==> config.mk <==
export PLATFORM = sky130hd
export DESIGN_NAME = mssb_rr_arbiter
export DESIGN_NICKNAME = d
export VERILOG_FILES = /design/src/rtl/mssb_rr_arbiter.sv
export SDC_FILE = /design/constraint.sdc
export NUM_CORES = 1
export LEC_CHECK = 0
export BUFFER_PORTS_ARGS = -buffer_cell sky130_fd_sc_hd__buf_2
export CAP_MARGIN = 5
export CORE_MARGIN = 1
export CORE_UTILIZATION = 52
export DETAILED_ROUTE_END_ITERATION = 10
export GPL_TIMING_DRIVEN = 0
export PLACE_DENSITY = 0.74
export SETUP_SLACK_MARGIN = 0.3
export SYNTH_ARGS = -nofsm -noshare
export SYNTH_HDL_FRONTEND = slang
export SYNTH_SLANG_ARGS = --single-unit
==> constraint.sdc <==
create_clock -name i_clk -period 3.3 [get_ports i_clk]
set_clock_uncertainty 0.15 [all_clocks]
set_input_delay 0.33 -clock i_clk [delete_from_list [all_inputs] [get_ports i_clk]]
set_output_delay 0.33 -clock i_clk [all_outputs]
set_load 0.01 [all_outputs]
==> src/rtl/mssb_rr_arbiter.sv <==
// Round-robin arbiter: descending-index scan from below the last accepted grant,
// winner offered over valid/ready with optional locked multi-beat ownership.
module mssb_rr_arbiter #(
   parameter int WIDTH = 7,
   parameter int IDXW  = (WIDTH > 1) ? $clog2(WIDTH) : 1
) (
   input  logic             i_clk,
   input  logic             i_rst_n,
   input  logic             i_cg,
   input  logic [WIDTH-1:0] i_req,
   input  logic             i_lock,
   input  logic             i_ready,
   output logic             o_valid,
   output logic [IDXW-1:0]  o_index,
   output logic [WIDTH-1:0] o_grant,
   output logic             o_locked
);

   // state  | meaning
   // IDLE   | no grant offered or held
   // OFFER  | o_index offered, waiting for i_ready or withdrawal
   // LOCKED | grantee owns the resource across multiple beats
   typedef enum logic [1:0] {IDLE, OFFER, LOCKED} state_t;

   state_t           state_q, state_d;
   logic             ptr_valid_q, ptr_valid_d;
   logic [IDXW-1:0]  last_idx_q, last_idx_d;
   logic             valid_q, valid_d;
   logic [IDXW-1:0]  index_q, index_d;
   logic [WIDTH-1:0] grant_q, grant_d;
   logic             locked_q, locked_d;
   logic [IDXW-1:0]  win;

   function automatic logic [IDXW-1:0] mssb(input logic [WIDTH-1:0] v);
      logic [IDXW-1:0] r;
      r = '0;
      for (int i = 0; i < WIDTH; i++)
         if (v[i]) r = IDXW'(i);
      return r;
   endfunction

   // Requests strictly below the pointer take precedence; otherwise wrap to the top.
   function automatic logic [IDXW-1:0] pick(input logic [WIDTH-1:0] req,
                                            input logic pv,
                                            input logic [IDXW-1:0] last);
      logic [WIDTH-1:0] below;
      below = '0;
      for (int i = 0; i < WIDTH; i++)
         if (pv && (i < int'(last))) below[i] = req[i];
      return (below != '0) ? mssb(below) : mssb(req);
   endfunction

   always_comb begin
      state_d     = state_q;
      ptr_valid_d = ptr_valid_q;
      last_idx_d  = last_idx_q;
      valid_d     = valid_q;
      index_d     = index_q;
      grant_d     = grant_q;
      locked_d    = locked_q;
      win         = '0;
      case (state_q)
         IDLE: begin
            if (|i_req) begin
               win     = pick(i_req, ptr_valid_q, last_idx_q);
               index_d = win;
               grant_d = WIDTH'(1) << win;
               valid_d = 1'b1;
               state_d = OFFER;
            end
         end
         OFFER: begin
            if (i_ready) begin
               last_idx_d  = index_q;
               ptr_valid_d = 1'b1;
               if (i_lock && i_req[index_q]) begin
                  state_d  = LOCKED;
                  valid_d  = 1'b0;
                  locked_d = 1'b1;
               end else if (|i_req) begin
                  win     = pick(i_req, 1'b1, index_q);
                  index_d = win;
                  grant_d = WIDTH'(1) << win;
               end else begin
                  state_d = IDLE;
                  valid_d = 1'b0;
                  grant_d = '0;
               end
            end else if (!i_req[index_q]) begin
               state_d = IDLE;
               valid_d = 1'b0;
               grant_d = '0;
            end
         end
         LOCKED: begin
            if (!(i_lock && i_req[index_q])) begin
               state_d  = IDLE;
               locked_d = 1'b0;
               grant_d  = '0;
            end
         end
         default: begin
            state_d  = IDLE;
            valid_d  = 1'b0;
            grant_d  = '0;
            locked_d = 1'b0;
         end
      endcase
   end

   always_ff @(posedge i_clk or negedge i_rst_n) begin
      if (!i_rst_n) begin
         state_q     <= IDLE;
         ptr_valid_q <= 1'b0;
         last_idx_q  <= '0;
         valid_q     <= 1'b0;
         index_q     <= '0;
         grant_q     <= '0;
         locked_q    <= 1'b0;
      end else if (i_cg) begin
         state_q     <= state_d;
         ptr_valid_q <= ptr_valid_d;
         last_idx_q  <= last_idx_d;
         valid_q     <= valid_d;
         index_q     <= index_d;
         grant_q     <= grant_d;
         locked_q    <= locked_d;
      end
   end

   assign o_valid  = valid_q;
   assign o_index  = index_q;
   assign o_grant  = grant_q;
   assign o_locked = locked_q;

endmodule

Yosys cells after proc, flatten, opt, wreduce, memory -nomap -nowiden
Index checks and enable logic that the tools add are counted.
- register bits after elaboration: 18
- word-level logic and storage cells: 174
- input bits: 12
- output and inout bits: 12
- shifts and indexed selects: 2
- bitwise gates (word level): 2
- eq/ne operators: 11
- reductions and logical operators: 19
- multiplexer cells: 118
- magnitude comparators: 15
- operators with widths (cell ; number):
    $mux 3 ; 32
    $mux 1 ; 68
    $mux 7 ; 6
    $pmux 7 s3 ; 1
    $reduce_and 5->1 ; 4
    $lt 3x3->1 const A ; 6
    $reduce_bool 7->1 ; 2
    $shl 1x3->7 const A ; 2
    $lt 1x3->1 const A ; 4
    $lt 2x3->1 const A ; 4
    $mux 2 ; 6
    $ne 2x2->1 const B ; 6
    $logic_and 1x1->1 ; 8
    $reduce_or 7->1 ; 1
    $ne 3x3->1 const B ; 2
    $pmux 1 s3 ; 2
    $pmux 2 s3 ; 1
    $pmux 3 s2 ; 1
    $reduce_and 6->1 ; 1
    $lt 3x4->1 const B ; 1
    $ne 4x4->1 const B ; 1
    $bmux 1 s3 ; 1
    $reduce_and 3->1 ; 1
    $eq 2x1->1 const B ; 1
    4 further kinds ; 5

Longest topological paths before layout
- depth after elaboration: 22
- gate-level depth with buffers: 9
- depth with buffers taken out: 6

Least setup slack after synthesis
No wires, ideal clock.
- kind: register -> register
- start: reg index_q[2] (netlist: o_index[2])
- end: reg index_q[1] (netlist: o_index[1])
- slack: 1.238 ns
- setup time: 0.125 ns
- cell stages (with the launch flop): 8
- data required time: 3.025 ns
- path buffers: 2
- data arrival time: 1.787 ns
- clock period less this slack: 2.062 ns
- cell sequence: dfrtp_1 buf_2 buf_6 o31ai_2 a21oi_2 o21a_1 o21ai_2 mux2_2
- word-level cells in the longest chain between the ends: 20
- elaborated cells between the ends (all ways): 62
- classes of those cells: order compare (7); eq/ne (1); mux (51); reduce/logical (3)
- ends and longest elaborated chain (what ; line ; source):
    from (decl) ; 29 ; logic [IDXW-1:0] index_q, index_d;
    from (signal assigned) ; 125 ; index_q <= index_d;
    $lt 2x3->1 ; 49 ; if (pv && (i < int'(last))) below[i] = req[i];
    $mux 1 ; 49 ;
    $mux 1 ; 80 ; end else if (|i_req) begin
    $mux 1 ; 76 ; if (i_lock && i_req[index_q]) begin
    $mux 1 ; 73 ; if (i_ready) begin
    $mux 1 ; 62 ; case (state_q)
    $mux 3 (5 in a row) ; 38 ; if (v[i]) r = IDXW'(i);
    $mux 3 ; 80 ;
    $mux 3 ; 76 ;
    $mux 3 ; 73 ;
    $mux 3 ; 62 ;
    $mux 3 ; 50 ; return (below != '0) ? mssb(below) : mssb(req);
    $mux 3 ; 80 ;
    $mux 3 ; 76 ;
    $mux 3 ; 73 ;
    $pmux 3 s2 ; 62 ;
Several ways; a longest one is shown, not always the timed one. The select of a mux whose other input is x is not followed.
A chain may end at the register's enable or synchronous reset.

Worst setup path in the final report
- start: reg index_q[2] (netlist: o_index[2])
- end: reg index_q[2] (netlist: o_index[2])
- word-level cells in the longest chain between the ends: 19
- elaborated cells between the ends (all ways): 61
- classes of those cells: order compare (7); eq/ne (1); mux (50); reduce/logical (3)
- ends and longest elaborated chain (what ; line):
    $lt 2x3->1 ; 49
    $mux 1 ; 49
    $mux 1 ; 80
    $mux 1 ; 76
    $mux 1 ; 73
    $mux 1 ; 62
    $mux 3 (4 in a row) ; 38
    $mux 3 ; 80
    $mux 3 ; 76
    $mux 3 ; 73
    $mux 3 ; 62
    $mux 3 ; 50
    $mux 3 ; 80
    $mux 3 ; 76
    $mux 3 ; 73
    $pmux 3 s2 ; 62
Several ways; a longest one is shown, not always the timed one. The select of a mux whose other input is x is not followed.

==> impl_results.md <==
- Fin nets: 225
- Floorplan Core Area: 2877 um2
- Total power density per cell area: 901.4 nW/um2
- Clock network power share: 8.4%
- # diodes: 0
- Total global-route track usage: 25.35%
- Total CTS buffers: 3
- Via count of the routed design: 1523
- Slowest cell delay on critical path: 0.39 ns
- Maximum number of pins on one net before global-route repair: 19
- Cell type group with the largest total delay on the critical path: compound AO/OA/AOI/OAI gates
- Final Hold Violating Endpoints: 0
- Via-to-Cell Ratio: 5.996
- Fraction of power spent switching nets: 47.78%
- Most frequently used flop master after synthesis: sky130_fd_sc_hd__dfrtp_1
- Worst-skew pair later-pin latency: 0.31 ns
- Critical setup path kind: register to register
- Top area cells in the synthesized netlist: sky130_fd_sc_hd__dfrtp_1, sky130_fd_sc_hd__mux2_2, sky130_fd_sc_hd__a221o_1
- GRT Residual Overflow: 0
- Post-CTS sizing: 0
- Worst setup slack after layout: 1.072 ns
- F_max: 0.4487 GHz
- Avg WL per Cell: 15.00 um
- Global placement routability congestion: 0.9805
- Synthesis Warnings: 0
- Input/output buffers: 18
- CTS H-tree lvls: 1
- Crit path max-delay cell type: sky130_fd_sc_hd__dfrtp_1
- Horizontal die dimension: 58.08 um
- Remaining design rule violation count: 0
- Cell taking the most area after synthesis: sky130_fd_sc_hd__dfrtp_1
- Ratio of final minimum period to clock period: 67.53%
- Post-layout minimum cycle time: 2.228 ns
- Remaining antenna violation count after routing: 0
- Cell with the most instances after synthesis: sky130_fd_sc_hd__dfrtp_1
- Initial antenna violation count: 0
- Unrepaired setup endpoints after global routing: false
- Worst-case vdd ir drop: 0.4699 mV
- Worst-margin pin slew: 0.5118 ns
- Clock buffer depth: 2
- First-pass iteration count of the detailed router: 4
- TritonCTS clock tree: yes
- Placement-stage worst setup slack: 1.002 ns
- Leakage: 0.7869 nW
- Share of synthesized area occupied by flip-flops and latches: 27.54%
- Setup TNS: 0 ns
- Post-Synthesis Cells: 189
- Hold WS: 0.2109 ns
- Vert. Die Dim: 58.08 um
- Syn-to-layout area delta: 11.55%
- Final setup vio count: 0
- Worst path buffer plus inverter count: 2
- Number of synthesized flops with an enable pin: 0
- Clock root buffer: sky130_fd_sc_hd__clkbuf_4
- Proportion of power drawn by flip-flops and latches: 22.0%
- Path type of the worst min-delay path: input port to register
- Filler instances: 247
- Number of placement rows: 19
- Post-synthesis area per instance: 8.652 um2
- Total I/O pin count: 24
- Clk sinks: 18
- Max-slew violation count: 0
- HPWL after DPL: 2929 um
- Max-slew headroom: 65.65%
- Sort of element at the start of the critical path: register
- Cell internal power dissipation: 0.8586 mW
- Full die area: 3373 um2
- Net count after synthesis: 201
- Share of power burned in combinational logic: 69.6%
- Initial core utilization: 56.85%
- Share of async-settable or async-resettable flops after synthesis: 100.0%
- Routed wire length: 3809 um
- Sequence of cells on the critical path: buf_2 > buf_6 > o31ai_2 > a21oi_2 > o21a_1 > o21ai_2 > mux2_2
- Fraction of layout cells with a size suffix above 1: 30.19%
- Yosys cell types: 55
- Post-synthesis register bit count: 18
- Max Fanout on Critical Path: 10
- Register clock-pin slew on the reported worst setup and hold paths: 0.11 ns
- Leading post-synthesis cells by instance count: sky130_fd_sc_hd__dfrtp_1, sky130_fd_sc_hd__nand2_1, sky130_fd_sc_hd__nor2_1, sky130_fd_sc_hd__a21oi_1, sky130_fd_sc_hd__o21ai_0
- Wire length of the first global-routing pass: 6596 um
- Result of the run: completed
- Category of the worst setup path capture point: register
- Sw power: 0.7858 mW
- Arrival time at the worst endpoint: 2.28 ns
- Total standard cell area after synthesis: 1635 um2
- Required time worst endpoint: 3.35 ns
- Number of max-capacitance violations reported: 0
- Number of DRC markers after the initial detailed-route iteration: 48
- Proportion of netlist area held by the largest area contributor: 27.54%
- Vias in the first global route: 1449
cells by family (layout without fill, tap and decap cells):
group | after synthesis | count (layout) | share of synthesized area (%)
simple gates | 70 | 70 | 24.94
compound gates | 66 | 66 | 31.29
buf+inv | 25 | 48 | 9.564
flops | 18 | 18 | 27.54
mux | 9 | 9 | 5.968
fa+ha+maj | 1 | 1 | 0.6886
through the flow:
stage / power [mW] / util [%] / instance area [um2] / instances
final: 1.644 / 63.42 / 1824 / 254
after global routing: 1.773 / 63.42 / 1824 / 254
after CTS: 1.635 / 63.42 / 1824 / 254
after detailed placement: 1.492 / 61.81 / 1778 / 249
after global placement: 1.462 / 61.81 / 1778 / 249
after floorplan: 1.241 / - / 1635 / 189
metal layers:
layer	wire length, um	global-route usage (%)	up-vias
met1	1804	33.38	712
met2	1806	41.05	40
met4	45	7.823	0
met5	0	0	-
li1	-	-	762
met3	153	6.250	9
worst paths after layout:
kind,cells past startpoint,endpoint,startpoint,slack (ns)
setup / recovery,7,o_index[2],o_index[2],1.07
min in group asynchronous,2,o_index[2],i_rst_n,0.32
hold / removal,3,state_q[1],i_ready,0.21
setup reg to reg,7,o_index[2],o_index[2],1.07
max in group asynchronous,2,state_q[0],i_rst_n,2.38
hold reg to reg,2,o_grant[6],o_grant[6],0.34
flip-flops by register name (all words and copies together) (netlist names):
name and flops:
o_grant 7, last_idx_q 3, o_index 3, state_q 2, o_locked 1, o_valid 1, ptr_valid_q 1
power groups by stage:
stage	combinational [mW]	sequential (mW)	clock, mW
detailed placement	1.13	0.365	0
global route	1.25	0.373	0.147
CTS	1.13	0.360	0.140
global placement	1.10	0.359	0
finish	1.14	0.361	0.139
floorplan	0.856	0.385	0
worst register-to-register path, stage by stage, from the launching register on:
cell and delay [ns]:
sky130_fd_sc_hd__dfrtp_1 0.39, sky130_fd_sc_hd__buf_2 0.17, sky130_fd_sc_hd__buf_6 0.15, sky130_fd_sc_hd__o31ai_2 0.27
sky130_fd_sc_hd__a21oi_2 0.17, sky130_fd_sc_hd__o21a_1 0.24, sky130_fd_sc_hd__o21ai_2 0.21, sky130_fd_sc_hd__mux2_2 0.38
cells in the final DEF (no fill, tap or decap), types with 2 or more instances in the layout:
master	n
sky130_fd_sc_hd__nor2_1	14
sky130_fd_sc_hd__mux2i_1	3
sky130_fd_sc_hd__nand3_1	6
sky130_fd_sc_hd__inv_1	7
sky130_fd_sc_hd__a21oi_2	2
sky130_fd_sc_hd__a211oi_1	2
sky130_fd_sc_hd__o21a_1	2
sky130_fd_sc_hd__o31ai_2	2
sky130_fd_sc_hd__buf_4	4
sky130_fd_sc_hd__nor2b_1	6
sky130_fd_sc_hd__nand4_1	2
sky130_fd_sc_hd__or2_2	2
sky130_fd_sc_hd__buf_2	26
sky130_fd_sc_hd__a221o_1	6
sky130_fd_sc_hd__nor4_1	5
sky130_fd_sc_hd__a21o_1	4
sky130_fd_sc_hd__nand2_1	14
sky130_fd_sc_hd__clkbuf_4	3
sky130_fd_sc_hd__a22oi_1	2
sky130_fd_sc_hd__nor2b_4	2
sky130_fd_sc_hd__o21ai_0	10
sky130_fd_sc_hd__a21oi_1	10
sky130_fd_sc_hd__nand2b_1	3
sky130_fd_sc_hd__o21ai_1	2
sky130_fd_sc_hd__nor3_1	6
sky130_fd_sc_hd__o21ai_2	2
sky130_fd_sc_hd__mux2_2	6
sky130_fd_sc_hd__o221ai_1	2
sky130_fd_sc_hd__a31oi_1	4
sky130_fd_sc_hd__o31a_1	2
sky130_fd_sc_hd__buf_6	5
sky130_fd_sc_hd__dfrtp_1	18
sky130_fd_sc_hd__o31ai_1	3
final cells by class:
cell class	instances	area, um2	share of cell area, %
Multi-Input combinational cell	146	1028	56.38
Buffer	18	130.1	7.133
Timing Repair Buffer	19	100.1	5.487
Tap cell	42	52.55	2.881
Clock buffer	4	36.28	1.989
Sequential cell	18	450.4	24.69
Inverter	7	26.28	1.440
timing repair:
item                      CTS  global route
buffers inserted            0             0
hold endpoints to repair   18             0
hold buffers                1             0
(Power assumes the default switching activity.)
